$ cat src/rtl/mbc_pkg.sv
// Shared constants for the basic-computer control sequencer: ALU operation
// codes, memory-reference opcodes and common-bus source selects.
package mbc_pkg;

  // ALU operation codes driven on alu_code
  localparam logic [3:0] ALU_AND = 4'b0000;
  localparam logic [3:0] ALU_ADD = 4'b0001;
  localparam logic [3:0] ALU_LDA = 4'b0010;
  localparam logic [3:0] ALU_CMA = 4'b0011;
  localparam logic [3:0] ALU_CIR = 4'b0100;
  localparam logic [3:0] ALU_CIL = 4'b0101;
  localparam logic [3:0] ALU_INC = 4'b0110;
  localparam logic [3:0] ALU_CLA = 4'b0111;
  localparam logic [3:0] ALU_CLE = 4'b1000;
  localparam logic [3:0] ALU_CME = 4'b1001;
  localparam logic [3:0] ALU_NOP = 4'b1100;

  // Instruction opcode field ir[14:12]; 7 selects register-reference / I/O
  typedef enum logic [2:0] {
    OP_AND = 3'd0,
    OP_ADD = 3'd1,
    OP_LDA = 3'd2,
    OP_STA = 3'd3,
    OP_BUN = 3'd4,
    OP_BSA = 3'd5,
    OP_ISZ = 3'd6,
    OP_RR  = 3'd7
  } opcode_e;

  // Common-bus source selects
  localparam logic [2:0] BUS_NONE = 3'd0;
  localparam logic [2:0] BUS_AR   = 3'd1;
  localparam logic [2:0] BUS_PC   = 3'd2;
  localparam logic [2:0] BUS_DR   = 3'd3;
  localparam logic [2:0] BUS_AC   = 3'd4;
  localparam logic [2:0] BUS_IR   = 3'd5;
  localparam logic [2:0] BUS_MEM  = 3'd7;

endpackage

$ cat src/rtl/mbc_rr_decode.sv
// Register-reference instruction decoder. Only the highest-numbered set bit
// of the 12-bit field executes; an all-zero field is a NOP.
module mbc_rr_decode
  import mbc_pkg::*;
(
  input  logic [11:0] rr,
  input  logic        ac_sign,
  input  logic        ac_zero,
  input  logic        e_flag,
  output logic [3:0]  alu_code,
  output logic        ac_ld,
  output logic        e_ld,
  output logic        pc_inc,
  output logic        hlt
);

  // Priority decode from bit 11 (CLA) down to bit 0 (HLT)
  always_comb begin
    alu_code = ALU_NOP;
    ac_ld    = 1'b0;
    e_ld     = 1'b0;
    pc_inc   = 1'b0;
    hlt      = 1'b0;
    if (rr[11]) begin
      alu_code = ALU_CLA;
      ac_ld    = 1'b1;
    end else if (rr[10]) begin
      alu_code = ALU_CLE;
      e_ld     = 1'b1;
    end else if (rr[9]) begin
      alu_code = ALU_CMA;
      ac_ld    = 1'b1;
    end else if (rr[8]) begin
      alu_code = ALU_CME;
      e_ld     = 1'b1;
    end else if (rr[7]) begin
      alu_code = ALU_CIR;
      ac_ld    = 1'b1;
      e_ld     = 1'b1;
    end else if (rr[6]) begin
      alu_code = ALU_CIL;
      ac_ld    = 1'b1;
      e_ld     = 1'b1;
    end else if (rr[5]) begin
      alu_code = ALU_INC;
      ac_ld    = 1'b1;
    end else if (rr[4]) begin
      pc_inc   = ~ac_sign;
    end else if (rr[3]) begin
      pc_inc   = ac_sign;
    end else if (rr[2]) begin
      pc_inc   = ac_zero;
    end else if (rr[1]) begin
      pc_inc   = ~e_flag;
    end else if (rr[0]) begin
      hlt      = 1'b1;
    end
  end

endmodule

$ cat src/rtl/mbc_control_seq.sv
// Timing-and-control sequencer for the basic computer: fetch, decode,
// indirect and execute cycles, producing ALU codes, register strobes,
// memory strobes and the common-bus select.
// Optional build macro MBC_STEP_EN adds a single-step input that holds the
// sequencer at T0 between instructions until step is sampled high.
module mbc_control_seq
  import mbc_pkg::*;
#(
  parameter int SC_W   = 3,
  parameter int ADDR_W = 12
) (
  input  logic            clk,
  input  logic            rst,
`ifdef MBC_STEP_EN
  input  logic            step,
`endif
  input  logic [15:0]     ir,
  input  logic            ac_sign,
  input  logic            ac_zero,
  input  logic            e_flag,
  input  logic            dr_zero,
  output logic [3:0]      alu_code,
  output logic            ac_ld,
  output logic            e_ld,
  output logic            dr_ld,
  output logic            dr_inc,
  output logic            ar_ld,
  output logic            ar_inc,
  output logic            pc_ld,
  output logic            pc_inc,
  output logic            ir_ld,
  output logic            mem_rd,
  output logic            mem_wr,
  output logic [2:0]      bus_sel,
  output logic [SC_W-1:0] sc,
  output logic            halted
);

  localparam logic [SC_W-1:0] T0 = SC_W'(0);
  localparam logic [SC_W-1:0] T1 = SC_W'(1);
  localparam logic [SC_W-1:0] T2 = SC_W'(2);
  localparam logic [SC_W-1:0] T3 = SC_W'(3);
  localparam logic [SC_W-1:0] T4 = SC_W'(4);
  localparam logic [SC_W-1:0] T5 = SC_W'(5);
  localparam logic [SC_W-1:0] T6 = SC_W'(6);

  logic    ind;
  opcode_e opcode;
  logic    active;
  logic    done;
  logic    hlt_exec;

  logic [3:0] rr_alu;
  logic       rr_ac_ld;
  logic       rr_e_ld;
  logic       rr_pc_inc;
  logic       rr_hlt;

  mbc_rr_decode u_rr_decode (
    .rr       (ir[ADDR_W-1:0]),
    .ac_sign  (ac_sign),
    .ac_zero  (ac_zero),
    .e_flag   (e_flag),
    .alu_code (rr_alu),
    .ac_ld    (rr_ac_ld),
    .e_ld     (rr_e_ld),
    .pc_inc   (rr_pc_inc),
    .hlt      (rr_hlt)
  );

`ifdef MBC_STEP_EN
  logic idle;
  // Between instructions the sequencer waits at T0 until step is seen.
  assign active = ~rst & ~halted & (~idle | step);
`else
  assign active = ~rst & ~halted;
`endif

  assign hlt_exec = active && (sc == T3) && (opcode == OP_RR) && !ind && rr_hlt;

  // Decode strobes, ALU code and bus select from the current timing state
  always_comb begin
    alu_code = ALU_NOP;
    ac_ld    = 1'b0;
    e_ld     = 1'b0;
    dr_ld    = 1'b0;
    dr_inc   = 1'b0;
    ar_ld    = 1'b0;
    ar_inc   = 1'b0;
    pc_ld    = 1'b0;
    pc_inc   = 1'b0;
    ir_ld    = 1'b0;
    mem_rd   = 1'b0;
    mem_wr   = 1'b0;
    bus_sel  = BUS_NONE;
    done     = 1'b0;
    if (active) begin
      case (sc)
        T0: begin
          bus_sel = BUS_PC;
          ar_ld   = 1'b1;
        end
        T1: begin
          bus_sel = BUS_MEM;
          mem_rd  = 1'b1;
          ir_ld   = 1'b1;
          pc_inc  = 1'b1;
        end
        T2: begin
          bus_sel = BUS_IR;
          ar_ld   = 1'b1;
        end
        T3: begin
          if (opcode == OP_RR) begin
            done = 1'b1;
            // I=1 with opcode 7 is I/O, handled as a NOP here
            if (!ind) begin
              alu_code = rr_alu;
              ac_ld    = rr_ac_ld;
              e_ld     = rr_e_ld;
              pc_inc   = rr_pc_inc;
            end
          end else if (ind) begin
            bus_sel = BUS_MEM;
            mem_rd  = 1'b1;
            ar_ld   = 1'b1;
          end
        end
        T4: begin
          case (opcode)
            OP_AND, OP_ADD, OP_LDA, OP_ISZ: begin
              bus_sel = BUS_MEM;
              mem_rd  = 1'b1;
              dr_ld   = 1'b1;
            end
            OP_STA: begin
              bus_sel = BUS_AC;
              mem_wr  = 1'b1;
              done    = 1'b1;
            end
            OP_BUN: begin
              bus_sel = BUS_AR;
              pc_ld   = 1'b1;
              done    = 1'b1;
            end
            OP_BSA: begin
              bus_sel = BUS_PC;
              mem_wr  = 1'b1;
              ar_inc  = 1'b1;
            end
            default: done = 1'b1;
          endcase
        end
        T5: begin
          case (opcode)
            OP_AND: begin
              alu_code = ALU_AND;
              ac_ld    = 1'b1;
              done     = 1'b1;
            end
            OP_ADD: begin
              alu_code = ALU_ADD;
              ac_ld    = 1'b1;
              e_ld     = 1'b1;
              done     = 1'b1;
            end
            OP_LDA: begin
              alu_code = ALU_LDA;
              ac_ld    = 1'b1;
              done     = 1'b1;
            end
            OP_BSA: begin
              bus_sel = BUS_AR;
              pc_ld   = 1'b1;
              done    = 1'b1;
            end
            OP_ISZ: dr_inc = 1'b1;
            default: done = 1'b1;
          endcase
        end
        T6: begin
          done = 1'b1;
          if (opcode == OP_ISZ) begin
            bus_sel = BUS_DR;
            mem_wr  = 1'b1;
            pc_inc  = dr_zero;
          end
        end
        // Unreachable states fall back to T0 rather than overflowing
        default: done = 1'b1;
      endcase
    end
  end

  // Sequence counter, halt flag and instruction-field latch
  always_ff @(posedge clk) begin
    if (rst) begin
      sc     <= T0;
      halted <= 1'b0;
      ind    <= 1'b0;
      opcode <= OP_AND;
`ifdef MBC_STEP_EN
      idle   <= 1'b0;
`endif
    end else if (halted) begin
      sc <= T0;
    end else if (active) begin
      if (sc == T2) begin
        ind    <= ir[15];
        opcode <= opcode_e'(ir[14:12]);
      end
      if (hlt_exec) halted <= 1'b1;
      sc <= done ? T0 : sc + T1;
`ifdef MBC_STEP_EN
      idle <= done;
`endif
    end
  end

endmodule

$ cat config.mk
export PLATFORM = sky130hd
export DESIGN_NAME = mbc_control_seq
export DESIGN_NICKNAME = d
export VERILOG_FILES = /design/src/rtl/mbc_pkg.sv /design/src/rtl/mbc_rr_decode.sv /design/src/rtl/mbc_control_seq.sv
export SDC_FILE = /design/constraint.sdc
export NUM_CORES = 1
export LEC_CHECK = 0
export CELL_PAD_IN_SITES_DETAIL_PLACEMENT = 0
export CELL_PAD_IN_SITES_GLOBAL_PLACEMENT = 2
export CORE_MARGIN = 2
export CORE_UTILIZATION = 22
export DETAILED_ROUTE_END_ITERATION = 10
export PLACE_DENSITY = 0.92
export SLEW_MARGIN = 10
export SYNTH_ARGS = -nofsm -noshare
export SYNTH_HDL_FRONTEND = slang
export SYNTH_SLANG_ARGS = --single-unit
export TNS_END_PERCENT = 5
$ cat constraint.sdc
create_clock -name clk -period 2 [get_ports clk]
set_input_delay 0.2 -clock clk [delete_from_list [all_inputs] [get_ports clk]]
set_output_delay 0.2 -clock clk [all_outputs]
set_load 0.01 [all_outputs]
==> impl_metrics.yaml <==
routing:
  post_drt_via_cell_ratio: 4.74
  wl_per_cell_um: 12.2
  wl_um: 3240
  drc: 0
  vias: 1256
  firstDrtPassIters: 4
  ant_nets: 0
  drt_iter0_markers: 61
critical_path:
  timing.rr.start: "sc[0]$_SDFFE_PN0P_"
  critPathMaxFanout: 5
  rr_endpoint: "opcode[1]$_SDFFE_PP0P_"
  crit_path_start_kind: "register"
  ff2ff_setup_slack_ns: 0.39
  r2r_cells: 7
  cp_data_required_time_ns: 1.80
  endpoint: "bus_sel[2]"
  crit_arrival_ns: 1.77
  setup.worst_path.end_class: "primary output"
  crit_start: "sc[0]$_SDFFE_PN0P_"
  crit_type: "register to primary output"
place:
  gp_congestion: 0.806
  dp_hpwl_um: 2690
  port-buffer-count: 43
power_and_ir_drop:
  cellInternalPower_mw: 0.932
  combPwrFrac_pct: 71.0
  p_leak_nw: 0.832
  power.ir.vdd_worst_v: 0.000471
  p_sw_mw: 0.562
  power_density_mw_per_mm2: 802
  pwr-share-clk_pct: 12.6
  pwr-share-seq_pct: 16.5
  switching_share_pct: 37.6
  p_total_mw: 1.49
sta:
  hold_violations: 0
  drv_slew: 0
  setup_violations: 0
  period_share_pct: 98.7
  fin_skew_ns: 0.00287
  rsz0062_at_grt: "true"
  min_period_ns: 1.97
  slew_headroom_pct: 72.9
  setup_tns_ns: 0
  max_freq_ghz: 0.507
  worstMarginPinSlew_ns: 0.404
run_status:
  status: "finished clean"
global_route:
  antenna_found_initial: 0
  grt_pass1_wl_um: 5380
  grt_max_degree: 15
  grt_pass1_vias: 1195
  grt-ovfl-total: 0
  gr-usage-all-layers_pct: 13.2
clock_network:
  clockBufferDepth: 2
  numCtsBuffers: 3
  insertion_delay_ns: 0.23
  cts-root-buf: "clkbuf_8"
  clock_sinks: 8
  cts_tree: "built"
  clk_pin_slew_ns: 0.04
  h-tree-depth: 1
yosys:
  synth_top_family_by_area: "simple AND/OR/NAND/NOR gates"
  yosys_warnings: 0
  netlist_area_um2: 976
  synth_adder_area_share_pct: 11.5
  synthXorXnorAreaFrac_pct: 0
  ys_ff_latch: 8
  syn_avg_cell_area_um2: 7.62
  syn_inst: 128
  synth_simple_gate_area_share_pct: 35.1
  synth_edf_count: 0
  syn_nets: 159
  synth_compound_area_share_pct: 25.6
  ys.flop_type: "dfxtp_1"
  async_reset_ff_share_pct: 0
  ys_top_cells_by_area: "dfxtp_1, ha_1, mux2i_1"
  synthMuxAreaShare_pct: 5.13
  seq_area_frac_synth_pct: 16.4
  synth_top_area_share_pct: 16.4
  yosysTopAreaCell: "dfxtp_1"
  yosysUniqueCellTypes: 47
flow_run:
  drv_cap: 0
finish:
  drive_above_1_share_pct: 36.6
  diodes: 0
  syn2layout_area_growth_pct: 90.9
  fin_nets: 246
die:
  die_h_um: 70.6
  die_w_um: 70.6
  start_util_pct: 22.6
  core_mm2: 0.00432
  row_count: 24
  io_pins: 44
  design.die.area_mm2: 0.00499
worst_hold_path:
  hold_path_class: "primary input to register"
## synth_stat cells (3+ instances only)
cell	count
nor2_1	11
inv_1	10
ha_1	9
dfxtp_1	8
nand2_1	7
nor3_1	7
o21ai_0	6
mux2i_1	5
nor2b_1	5
and2_1	4
and3_1	4
a21oi_1	3
buf_2	3
nand3_1	3
## what timing repair did
action	4_1_cts	5_1_grt
pin swaps	0	3
setup endpoints to repair	17	15
setup buffers	1	1
resized for setup	45	21
hold buffers	0	0
## power by group through the flow
stage / registers, mW / clock network (mW) / logic [mW]
after floorplan: 0.247 / 0 / 0.447
after global placement: 0.237 / 0 / 1.00
after detailed placement: 0.240 / 0 / 1.01
after CTS: 0.241 / 0.196 / 1.01
after global routing: 0.251 / 0.202 / 1.16
final: 0.246 / 0.188 / 1.06
## how the worst min path moves through the flow
stage          cells past startpoint               start  slack [ns]                endpoint
3_3_place_gp                       2    ind$_SDFFE_PP0P_        0.55        ind$_SDFFE_PP0P_
3_5_place_dp                       2    ind$_SDFFE_PP0P_        0.56        ind$_SDFFE_PP0P_
5_1_grt                            3                 rst        0.41  opcode[0]$_SDFFE_PP0P_
6_report                           3                 rst        0.36  opcode[0]$_SDFFE_PP0P_
2_1_floorplan                      1                 rst        0.27        ind$_SDFFE_PP0P_
4_1_cts                            2  sc[0]$_SDFFE_PN0P_        0.54      sc[0]$_SDFFE_PN0P_
## flip-flops by register name, indices dropped and copies added, names as in the netlist
register and cells:
opcode 3, sc 3, ind 1, halted 1
## layout by cell type (no fill, tap or decap), types with 2 or more instances in the layout
cell,n
a211oi_1,2
a21o_1,2
a21oi_1,3
a31oi_1,2
and2_1,3
and3_1,4
and4b_1,2
buf_2,4
buf_4,42
clkbuf_2,4
clkbuf_8,3
clkdlybuf4s15_2,2
clkdlybuf4s50_1,25
dfxtp_1,4
dfxtp_2,4
dlygate4sd2_1,4
dlymetal6s2s_1,3
ha_1,4
ha_2,4
inv_1,10
mux2i_1,4
nand2_1,7
nand2b_1,2
nand3_1,3
nand4_1,2
nand4b_1,2
nor2_1,11
nor2b_1,4
nor3_1,6
nor3b_1,2
o21ai_0,5
or3_4,2
## final cells by class
class	instances	area [um^2]
well taps	52	65.1
multi-input cells	106	823
inverters	10	37.5
flip-flops and latches	8	165
fillers	448	2460
repair buffers	86	731
clock buffers	3	41.3
## worst max-delay path: stages (launching register included)
cell and delay (ns):
dfxtp_2 0.33, ha_2 0.19, ha_4 0.17, and2_4 0.16, a221oi_2 0.22, buf_4 0.16
buf_4 0.10, a31oi_1 0.07, buf_2 0.14
## stage by stage
| stage | area, um^2 | setup slack (ns) | utilization, % | hold slack (ns) | instances |
|---|---|---|---|---|---|
| finish | 1860 | 0.0266 | 43.1 | 0.361 | 265 |
| global route | 1860 | -0.0541 | 43.1 | 0.411 | 265 |
| CTS | 1830 | -0.0919 | 42.3 | 0.544 | 264 |
| detailed placement | 1770 | -0.340 | 40.9 | 0.561 | 260 |
| global placement | 1770 | -0.260 | 40.9 | 0.551 | 260 |
| floorplan | 976 | 0.00405 | - | 0.272 | 128 |
## routing by layer
layer  global-route usage, %  routed length (um)  up-vias  share of wire, %
li1                        -                   -      657                 -
met4                    5.03                  29        0              0.90
met5                       0                   0        -                 0
met1                    17.8                1550      569                48
met2                    22.1                1540       26                47
met3                    1.14                 120        4               3.7
## logic make-up (layout without fill, tap and decap cells)
kind of cell,after synthesis,in the layout
and+or+nand+nor,59,59
AOI/OAI and AO/OA,33,33
buffers and inverters,14,99
adders and majority gates,9,9
DFF,8,8
muxes,5,5
Note: power is estimated with default switching activity, not from simulation.
==> edit: new RTL, same flow settings <==
The option `MBC_STEP_EN` is turned on by a define.
--- a/src/rtl/mbc_control_seq.sv
+++ b/src/rtl/mbc_control_seq.sv
@@ -4,4 +4,6 @@
 // Optional build macro MBC_STEP_EN adds a single-step input that holds the
 // sequencer at T0 between instructions until step is sampled high.
+`define MBC_STEP_EN
+
 module mbc_control_seq
   import mbc_pkg::*;
Interface: changed (added step); port bits go from 44 to 45. The function was not compared with the original's and may differ.
==> edit against the original RTL <==
- routed wire length is 16% higher
- sequential cell count is 1 higher
- sequential power is 4% lower
- synthesized area is 6.9% higher
- highest routed layer unchanged
- the flow now finishes with violations (negative setup slack)
- final area is 8.9% higher
- setup slack worse by 0.13 ns
- largest power group unchanged
- critical path type unchanged
- non-clock buffer count is 5 higher
- total power is 7.3% higher
==> edit: results (changes against the original RTL) <==
| Metric | Value |
|---|---|
| Status | `complete, but fails checks (was finished clean)` |
| Failing checks | `negative setup slack` |
| Reg-to-reg startpoint | `sc[0]$_SDFFE_PP0P_ (was sc[0]$_SDFFE_PN0P_)` |
| Vias | `1,372 (was 1,256)` |
| Routability-driven placement congestion ratio | `0.8117 (was 0.8055)` |
| Final setup margin | `-0.1045 ns (was 0.02656 ns)` |
| Met1 Track Usage GR | `17.98% (was 17.81%)` |
| Vias in the first global route | `1,402 (was 1,195)` |
| Placed instance area | `1864 um^2 (was 1769 um^2)` |
| IO buf count | `44 (was 43)` |
| Post-Place Worst Slack | `-0.4305 ns (was -0.3402 ns)` |
| Share of layout cells above drive strength 1 | `42.17% (was 36.62%)` |
| Met2 usage | `27.37% (was 22.12%)` |
| VDD IR-drop max | `0.3390 mV (was 0.4708 mV)` |
| Starting DRT DRC Count | `52 (was 61)` |
| Fin Hold WS | `0.5091 ns (was 0.3605 ns)` |
| Postcts setup bufs | `2 (was 1)` |
| Met2 routed WL | `1967 um (was 1536 um)` |
| Top cells by area, synth | `dfxtp_1 (17%), ha_1 (11%), nor2_1 (5.4%) (was dfxtp_1 (16%), ha_1 (12%), mux2i_1 (5.1%))` |
| Met3 Track Usage GR | `0.9669% (was 1.140%)` |
| Hold path start | `idle$_SDFFE_PP0P_ (was rst)` |
| Final setup vio count | `3 (was 0)` |
| Compound-Gate Fraction of Synth Area | `26.86% (was 25.64%)` |
| Worst Hold End | `idle$_SDFFE_PP0P_ (was opcode[0]$_SDFFE_PP0P_)` |
| Post-synthesis cell type count | `44 (was 47)` |
| Hold path depth | `2 (was 3)` |
| DR vias/cell | `4.831 (was 4.740)` |
| FF-to-FF path depth | `9 (was 7)` |
| Synth Area in Adders | `10.79% (was 11.54%)` |
| Leak Pwr | `0.0008835 uW (was 0.0008321 uW)` |
| Nets | `263 (was 246)` |
| Worst slew pin tran | `0.3759 ns (was 0.4041 ns)` |
| # fillers | `468 (was 448)` |
| Worst-path fanout max | `4 (was 5)` |
| Total GRT Usage | `14.62% (was 13.24%)` |
| Top post-synthesis cells by count | `nor2_1 (15), a21oi_1 (11), nand2_1 (11) (was nor2_1 (11), inv_1 (10), ha_1 (9))` |
| Dpl hpwl | `3062 um (was 2689 um)` |
==> edit: worst max path at each step <==
stage                             from          end  cells after the start
detailed placement              ir[10]       pc_inc                      6
CTS                 sc[1]$_SDFFE_PP0P_        ir_ld                      7
global placement    sc[0]$_SDFFE_PP0P_   bus_sel[0]                      6
global route        sc[0]$_SDFFE_PP0P_  alu_code[1]                      6
floorplan           sc[2]$_SDFFE_PP0P_  alu_code[1]                      7
finish              sc[0]$_SDFFE_PP0P_  alu_code[1]                      6
==> edit: layout make-up <==
class / count / area, um^2 / share of cell area [%]
clock buffer: 4 / 45.04 / 2.219
sequential: 9 / 181.4 / 8.940
multi-input combinational: 118 / 957.2 / 47.16
timing repair buffer: 91 / 748.2 / 36.87
tap: 54 / 67.56 / 3.329
inverter: 8 / 30.03 / 1.480
==> edit: power breakdown <==
| group | internal (uW) | total (uW) | switching, uW |
|---|---|---|---|
| registers | 217 | 237 | 20.5 |
| logic | 600 | 1160 | 561 |
| clock network | 138 | 204 | 66.0 |
